### config.mk
export PLATFORM = sky130hd
export DESIGN_NAME = delay_comp_frame_gen_flat
export DESIGN_NICKNAME = d
export VERILOG_FILES = /design/src/rtl/delay_comp_pkg.sv /design/src/rtl/delay_comp_frame_gen_if.sv /design/src/rtl/delay_comp_accum.sv /design/src/rtl/delay_comp_frame_gen.sv /design/src/flat_wrapper.sv
export SDC_FILE = /design/constraint.sdc
export NUM_CORES = 1
export LEC_CHECK = 0
export CELL_PAD_IN_SITES_DETAIL_PLACEMENT = 0
export CELL_PAD_IN_SITES_GLOBAL_PLACEMENT = 1
export CORE_MARGIN = 8
export CORE_UTILIZATION = 38
export CTS_CLUSTER_SIZE = 12
export DETAILED_ROUTE_END_ITERATION = 8
export PLACE_DENSITY = 0.85
export REMOVE_ABC_BUFFERS = 1
export SKIP_LAST_GASP = 1
export SLEW_MARGIN = 10
export SYNTH_ARGS = -nofsm -noshare
export SYNTH_HDL_FRONTEND = slang
export SYNTH_SLANG_ARGS = --single-unit
### constraint.sdc
create_clock -name Clk_100MHz -period 2.4 [get_ports Clk_100MHz]
set_input_delay 0.48 -clock Clk_100MHz [delete_from_list [all_inputs] [get_ports Clk_100MHz]]
set_output_delay 0.48 -clock Clk_100MHz [all_outputs]
set_load 0.01 [all_outputs]
### src/rtl/delay_comp_pkg.sv
// Shared definitions for the delay-compensation frame generator: FSM encoding,
// default header tag and frame word width.
package delay_comp_pkg;

  localparam int         WORD_W      = 16;
  localparam logic [7:0] DEF_HDR_TAG = 8'hD5;

  typedef enum logic [2:0] {
    IDLE = 3'd0,
    HDR  = 3'd1,
    SLV  = 3'd2,
    LOOP = 3'd3,
    CSUM = 3'd4
  } state_t;

endpackage

### src/rtl/delay_comp_frame_gen_if.sv
// Valid/ready word stream from the frame generator into the master TX frame builder.
interface delay_comp_frame_gen_if;
  import delay_comp_pkg::*;

  logic              TxValid;
  logic [WORD_W-1:0] TxData;
  logic              TxLast;
  logic              TxReady;

  modport master (output TxValid, output TxData, output TxLast, input TxReady);
  modport slave  (input TxValid, input TxData, input TxLast, output TxReady);

endinterface

### src/rtl/delay_comp_accum.sv
// 16-bit accumulator with load and add controls; SAT_EN selects clamping at all-ones
// instead of wrap-around.
module delay_comp_accum
  import delay_comp_pkg::*;
#(
  parameter bit SAT_EN = 1'b1
) (
  input  logic              Clk_100MHz,
  input  logic              rst,
  input  logic              load,
  input  logic [WORD_W-1:0] loadVal,
  input  logic              add,
  input  logic [WORD_W-1:0] addVal,
  output logic [WORD_W-1:0] acc
);

  logic [WORD_W:0] sum;

  assign sum = {1'b0, acc} + {1'b0, addVal};

  always_ff @(posedge Clk_100MHz or posedge rst) begin
    if (rst) begin
      acc <= '0;
    end else if (load) begin
      acc <= loadVal;
    end else if (add) begin
      acc <= (SAT_EN && sum[WORD_W]) ? '1 : sum[WORD_W-1:0];
    end
  end

endmodule

### src/rtl/delay_comp_frame_gen.sv
// Builds the delay-compensation frame (header, cumulative slave offsets, loop delay).
// Optional trailing checksum word enabled by defining DELAY_COMP_CSUM_EN.
module delay_comp_frame_gen
  import delay_comp_pkg::*;
#(
  parameter logic [7:0] HDR_TAG    = DEF_HDR_TAG,
  parameter int         MAX_SLAVES = 64
) (
  input  logic                   Clk_100MHz,
  input  logic                   rst,
  input  logic                   MeasDone,
  input  logic [15:0]            RegLoopDelay,
  input  logic [7:0]             AveTransDelay,
  input  logic [7:0]             AveLogicDelay,
  input  logic [7:0]             LastSlaveIDPlus1,
  input  logic                   ClrErr,
  output logic                   Busy,
  output logic                   OverrunErr,
  output logic                   RangeErr,
  delay_comp_frame_gen_if.master tx
);

  localparam logic [7:0] MAX_NC = 8'(MAX_SLAVES);

  state_t            state, stateNxt;
  logic [7:0]        ncSnap, slvCnt;
  logic [15:0]       loopSnap;
  logic [8:0]        stepSnap;
  logic              txValid, txLast;
  logic [WORD_W-1:0] txData, dataNxt, slvAcc;
  logic              accept, snap, loadData, lastNxt, slvAdd, cntInc, rangeHit;
  logic [7:0]        ncIn;

  assign accept   = txValid & tx.TxReady;
  assign rangeHit = LastSlaveIDPlus1 > MAX_NC;
  assign ncIn     = rangeHit ? MAX_NC : LastSlaveIDPlus1;

  // Accumulator holds the offset of the next slave word still to be loaded into txData.
  delay_comp_accum #(.SAT_EN(1'b1)) uSlvAcc (
    .Clk_100MHz (Clk_100MHz),
    .rst        (rst),
    .load       (snap),
    .loadVal    ({8'd0, AveTransDelay}),
    .add        (slvAdd),
    .addVal     ({7'd0, stepSnap}),
    .acc        (slvAcc)
  );

`ifdef DELAY_COMP_CSUM_EN
  logic              csumAdd;
  logic [WORD_W-1:0] csumAcc;

  // Running sum includes each word at the moment it is loaded into txData.
  delay_comp_accum #(.SAT_EN(1'b0)) uCsumAcc (
    .Clk_100MHz (Clk_100MHz),
    .rst        (rst),
    .load       (snap),
    .loadVal    ({HDR_TAG, ncIn}),
    .add        (csumAdd),
    .addVal     (dataNxt),
    .acc        (csumAcc)
  );
`endif

  always_ff @(posedge Clk_100MHz or posedge rst) begin
    if (rst) begin
      state <= IDLE;
    end else begin
      state <= stateNxt;
    end
  end

  always_comb begin
    stateNxt = state;
    snap     = 1'b0;
    loadData = 1'b0;
    dataNxt  = txData;
    lastNxt  = 1'b0;
    slvAdd   = 1'b0;
    cntInc   = 1'b0;
`ifdef DELAY_COMP_CSUM_EN
    csumAdd  = 1'b0;
`endif
    case (state)
      IDLE: begin
        if (MeasDone) begin
          snap = 1'b1;
          if (ncIn != 8'd0) begin
            stateNxt = HDR;
            loadData = 1'b1;
            dataNxt  = {HDR_TAG, ncIn};
          end
        end
      end
      HDR: begin
        if (accept) begin
          stateNxt = SLV;
          loadData = 1'b1;
          dataNxt  = slvAcc;
          slvAdd   = 1'b1;
`ifdef DELAY_COMP_CSUM_EN
          csumAdd  = 1'b1;
`endif
        end
      end
      SLV: begin
        if (accept) begin
          loadData = 1'b1;
`ifdef DELAY_COMP_CSUM_EN
          csumAdd  = 1'b1;
`endif
          if (slvCnt == ncSnap - 8'd1) begin
            stateNxt = LOOP;
            dataNxt  = loopSnap;
`ifdef DELAY_COMP_CSUM_EN
            lastNxt  = 1'b0;
`else
            lastNxt  = 1'b1;
`endif
          end else begin
            dataNxt = slvAcc;
            slvAdd  = 1'b1;
            cntInc  = 1'b1;
          end
        end
      end
      LOOP: begin
        if (accept) begin
`ifdef DELAY_COMP_CSUM_EN
          stateNxt = CSUM;
          loadData = 1'b1;
          dataNxt  = csumAcc;
          lastNxt  = 1'b1;
`else
          stateNxt = IDLE;
`endif
        end
      end
`ifdef DELAY_COMP_CSUM_EN
      CSUM: begin
        if (accept) begin
          stateNxt = IDLE;
        end
      end
`endif
      default: stateNxt = IDLE;
    endcase
  end

  always_ff @(posedge Clk_100MHz or posedge rst) begin
    if (rst) begin
      txValid    <= 1'b0;
      txData     <= '0;
      txLast     <= 1'b0;
      Busy       <= 1'b0;
      ncSnap     <= '0;
      loopSnap   <= '0;
      stepSnap   <= '0;
      slvCnt     <= '0;
      OverrunErr <= 1'b0;
      RangeErr   <= 1'b0;
    end else begin
      txValid <= (stateNxt != IDLE);
      Busy    <= (stateNxt != IDLE);
      if (loadData) begin
        txData <= dataNxt;
        txLast <= lastNxt;
      end else if (stateNxt == IDLE) begin
        txLast <= 1'b0;
      end
      if (snap) begin
        ncSnap   <= ncIn;
        loopSnap <= RegLoopDelay;
        stepSnap <= {1'b0, AveTransDelay} + {1'b0, AveLogicDelay};
        slvCnt   <= '0;
      end else if (cntInc) begin
        slvCnt <= slvCnt + 8'd1;
      end
      // Error flags: a new event in the same cycle as ClrErr keeps the flag set.
      if (MeasDone && state != IDLE) begin
        OverrunErr <= 1'b1;
      end else if (ClrErr) begin
        OverrunErr <= 1'b0;
      end
      if (snap && rangeHit) begin
        RangeErr <= 1'b1;
      end else if (ClrErr) begin
        RangeErr <= 1'b0;
      end
    end
  end

  assign tx.TxValid = txValid;
  assign tx.TxData  = txData;
  assign tx.TxLast  = txLast;

endmodule

### src/flat_wrapper.sv
// flat-port wrapper written by rule: the top's interface ports become plain ports
module delay_comp_frame_gen_flat import delay_comp_pkg::*;
#(
  parameter logic [7:0] HDR_TAG    = DEF_HDR_TAG,
  parameter int         MAX_SLAVES = 64
)
  (Clk_100MHz, rst, MeasDone, RegLoopDelay, AveTransDelay, AveLogicDelay, LastSlaveIDPlus1, ClrErr, Busy, OverrunErr, RangeErr, tx_TxValid, tx_TxData, tx_TxLast, tx_TxReady);
  delay_comp_frame_gen_if tx_i ();
  input  logic Clk_100MHz;
  input  logic rst;
  input  logic MeasDone;
  input  logic [15:0] RegLoopDelay;
  input  logic [7:0] AveTransDelay;
  input  logic [7:0] AveLogicDelay;
  input  logic [7:0] LastSlaveIDPlus1;
  input  logic ClrErr;
  output logic Busy;
  output logic OverrunErr;
  output logic RangeErr;
  output wire logic [$bits(tx_i.TxValid)-1:0] tx_TxValid;
  output wire logic [$bits(tx_i.TxData)-1:0] tx_TxData;
  output wire logic [$bits(tx_i.TxLast)-1:0] tx_TxLast;
  input wire logic [$bits(tx_i.TxReady)-1:0] tx_TxReady;
  assign tx_TxValid = tx_i.TxValid;
  assign tx_TxData = tx_i.TxData;
  assign tx_TxLast = tx_i.TxLast;
  assign tx_i.TxReady = tx_TxReady;
  delay_comp_frame_gen #(.HDR_TAG(HDR_TAG), .MAX_SLAVES(MAX_SLAVES)) u_core (.Clk_100MHz(Clk_100MHz), .rst(rst), .MeasDone(MeasDone), .RegLoopDelay(RegLoopDelay), .AveTransDelay(AveTransDelay), .AveLogicDelay(AveLogicDelay), .LastSlaveIDPlus1(LastSlaveIDPlus1), .ClrErr(ClrErr), .Busy(Busy), .OverrunErr(OverrunErr), .RangeErr(RangeErr), .tx(tx_i));
endmodule
==> results.ini <==
[outcome]
outcome=complete, but fails checks
violations=setup timing

[power]
power_density_nw_per_um2=772
power.static_leakage_nw=2.88
irDropWorstVdd_mv=0.349

[clock_tree]
clk_path_buf_depth=2
clock-sinks=80
cts.htree.levels=3
cts_hold_buf=0
path_clk_slew_ps=60
tritoncts=yes
clockRootBuffer=clkbuf_16
cts_buffers=9
clkLatencyLatePin_ps=340

[layout]
fill_cells=1117
final_nets=694
syn_to_final_growth_pct=36.8
seq_area_um2=2010
n_antenna_cell=0
multiInputGateArea_um2=2730
layout-drive-gt1-share=0.226

[worst_setup_path]
critical_path_required_ps=2600
crit_type=reg2reg
worstPathArrival_ps=2630
startpoint_type=flop
worst-path-max-fanout=6
endpoint_kind=flop

[synth]
synth_async_sr_flop_share=1.00
synth-edff-count=0
ys_ff_latch=80
syn_avg_cell_area_um2=9.18
syn_inst=516
yosysUniqueCellTypes=69
ys_seq_area_frac=0.423
netlist.area_leader.share=0.423
syn_area_um2=4740
yosys.cell_count.top_type=nand2_1
netlist_top_cells_area=dfrtp_1 42%, nand2_1 8.6%, ha_1 5.0%
ys_warn_count=0
yosysTopAreaCell=dfrtp_1
synth_common_cells=109 x nand2_1, 80 x dfrtp_1, 30 x a21oi_1
synth_ff_type=dfrtp_1

[timing]
whs_ps=476
layout_setup_ws_ps=-22.9
setup_tns_ps=-22.9
setup_viol=1
finalHoldViolCount=0
clock_skew_ps=5.66
grt_setup_unrepaired=yes
max_freq_mhz=413
slew_viol_final=0
fin_crit_sh=1.01
period_minus_slack_ps=2420

[detailed_routing]
drtPass1Iterations=4
dr_total_vias=4213
drt_first_iter_violations=232
routed_wl_um=12700
antenna_left=0
viasPerCell=5.26
drcViolationCount=0
wl_per_cell_um=15.8

[die]
coreArea_um2=12100
die_h_um=128
pin_count=66
initial_utilization=0.391
dieArea_um2=16300
dieWidth_um=128
rows=40

[global_routing]
grt_pass1_wl_um=21300
first_global_vias=4306
grt_max_degree=81
grt_usage=0.161
grt_overflow=0
antenna_found_initial=0

[placement]
routabilityCongestion=0.888
post-place-ws_ps=-240
hpwl_um=9160
port_buffers=65

[run]
cap_violations=0

[min_path]
hold_path_class=reg2reg

## flip-flops by register name (all words and copies together) (netlist names)
register	count
u_core.Busy	1
u_core.OverrunErr	1
u_core.RangeErr	1
u_core.loopSnap	16
u_core.ncSnap	8
u_core.slvCnt	8
u_core.state	3
u_core.stepSnap	9
u_core.tx.TxData	16
u_core.tx.TxLast	1
u_core.uSlvAcc.acc	16
## report_power, final
group | switching (mW) | internal, mW
Clock | 0.544 | 0.832
Combinational | 0.916 | 0.917
Sequential | 0.224 | 1.57
Total | 1.68 | 3.32
## metrics by stage
stage | instances | utilization | instance area (um2) | total power [mW]
2_1_floorplan | 486 | - | 4580 | 2.82
3_3_place_gp | 773 | 0.485 | 5880 | 3.36
3_5_place_dp | 773 | 0.485 | 5880 | 3.43
4_1_cts | 797 | 0.521 | 6310 | 4.88
5_1_grt | 801 | 0.535 | 6480 | 5.31
6_report | 801 | 0.535 | 6480 | 5.00
## cell families (layout without fill, tap and decap cells)
group                      Yosys count  count (layout)  share of synthesized area
and+or+nand+nor                    189             189                      0.184
AOI/OAI and AO/OA                  138             138                      0.204
DFF                                 80              80                      0.423
buffers and inverters               43             160                     0.0438
xor gates and xnor gates            26              26                     0.0481
adders and majority gates           21              21                     0.0586
muxes                               18              18                     0.0380
other                                1               1                   0.000792
## final timing paths
check                                       end                  from  slack [ps]  depth (start not counted)
setup reg to reg           u_core.tx.TxData[14]      u_core.ncSnap[3]         -20                          9
hold / removal             u_core.tx.TxData[15]  u_core.tx.TxData[15]         480                          2
min in group asynchronous    u_core.loopSnap[0]                   rst         540                          3
setup / recovery           u_core.tx.TxData[14]      u_core.ncSnap[3]         -20                          9
hold reg to reg            u_core.tx.TxData[15]  u_core.tx.TxData[15]         480                          2
max in group asynchronous      u_core.ncSnap[7]                   rst        1480                          3
## layout make-up
type,instances,share of cell area
tap,168,0.0324
clock inverter,5,0.00869
clock buffer,11,0.0375
sequential,80,0.310
timing repair buffer,131,0.183
inverter,13,0.00753
multi-input combinational,393,0.422
## per-layer routing
metal | routed length (um) | part of all wire | track usage | vias to the layer above
met5 | 0 | 0 | 0 | -
met3 | 424 | 0.033 | 0.0250 | 23
met1 | 5660 | 0.45 | 0.199 | 2046
met2 | 6280 | 0.50 | 0.270 | 96
met4 | 318 | 0.025 | 0.0741 | 0
li1 | - | - | - | 2048
## critical path, cell delays in order (launching register included)
cell and delay (ps):
dfrtp_2 420, nor4_4 260, buf_4 180, and4_4 240, a2111oi_4 60, a2111oi_4 370
buf_4 210, buf_4 180, mux2i_2 230, o221ai_1 130
## layout by cell type (no fill, tap or decap), types with 13 or more instances in the layout
cell / count
nand2_1: 108
nor2_1: 25
a21oi_1: 30
buf_4: 60
ha_1: 15
dfrtp_1: 76
mux2i_1: 17
xnor2_1: 13
clkdlybuf4s50_1: 65
o21ai_0: 26
## what timing repair did
action / in CTS / in global routing
endpoints found under the hold margin: 0 / 0
gates cloned: 1 / 0
pin swaps: 16 / 15
resized for setup: 18 / 30
setup endpoints to repair: 40 / 42
setup buffers: 8 / 7
Power figures use the tool's default switching activity.
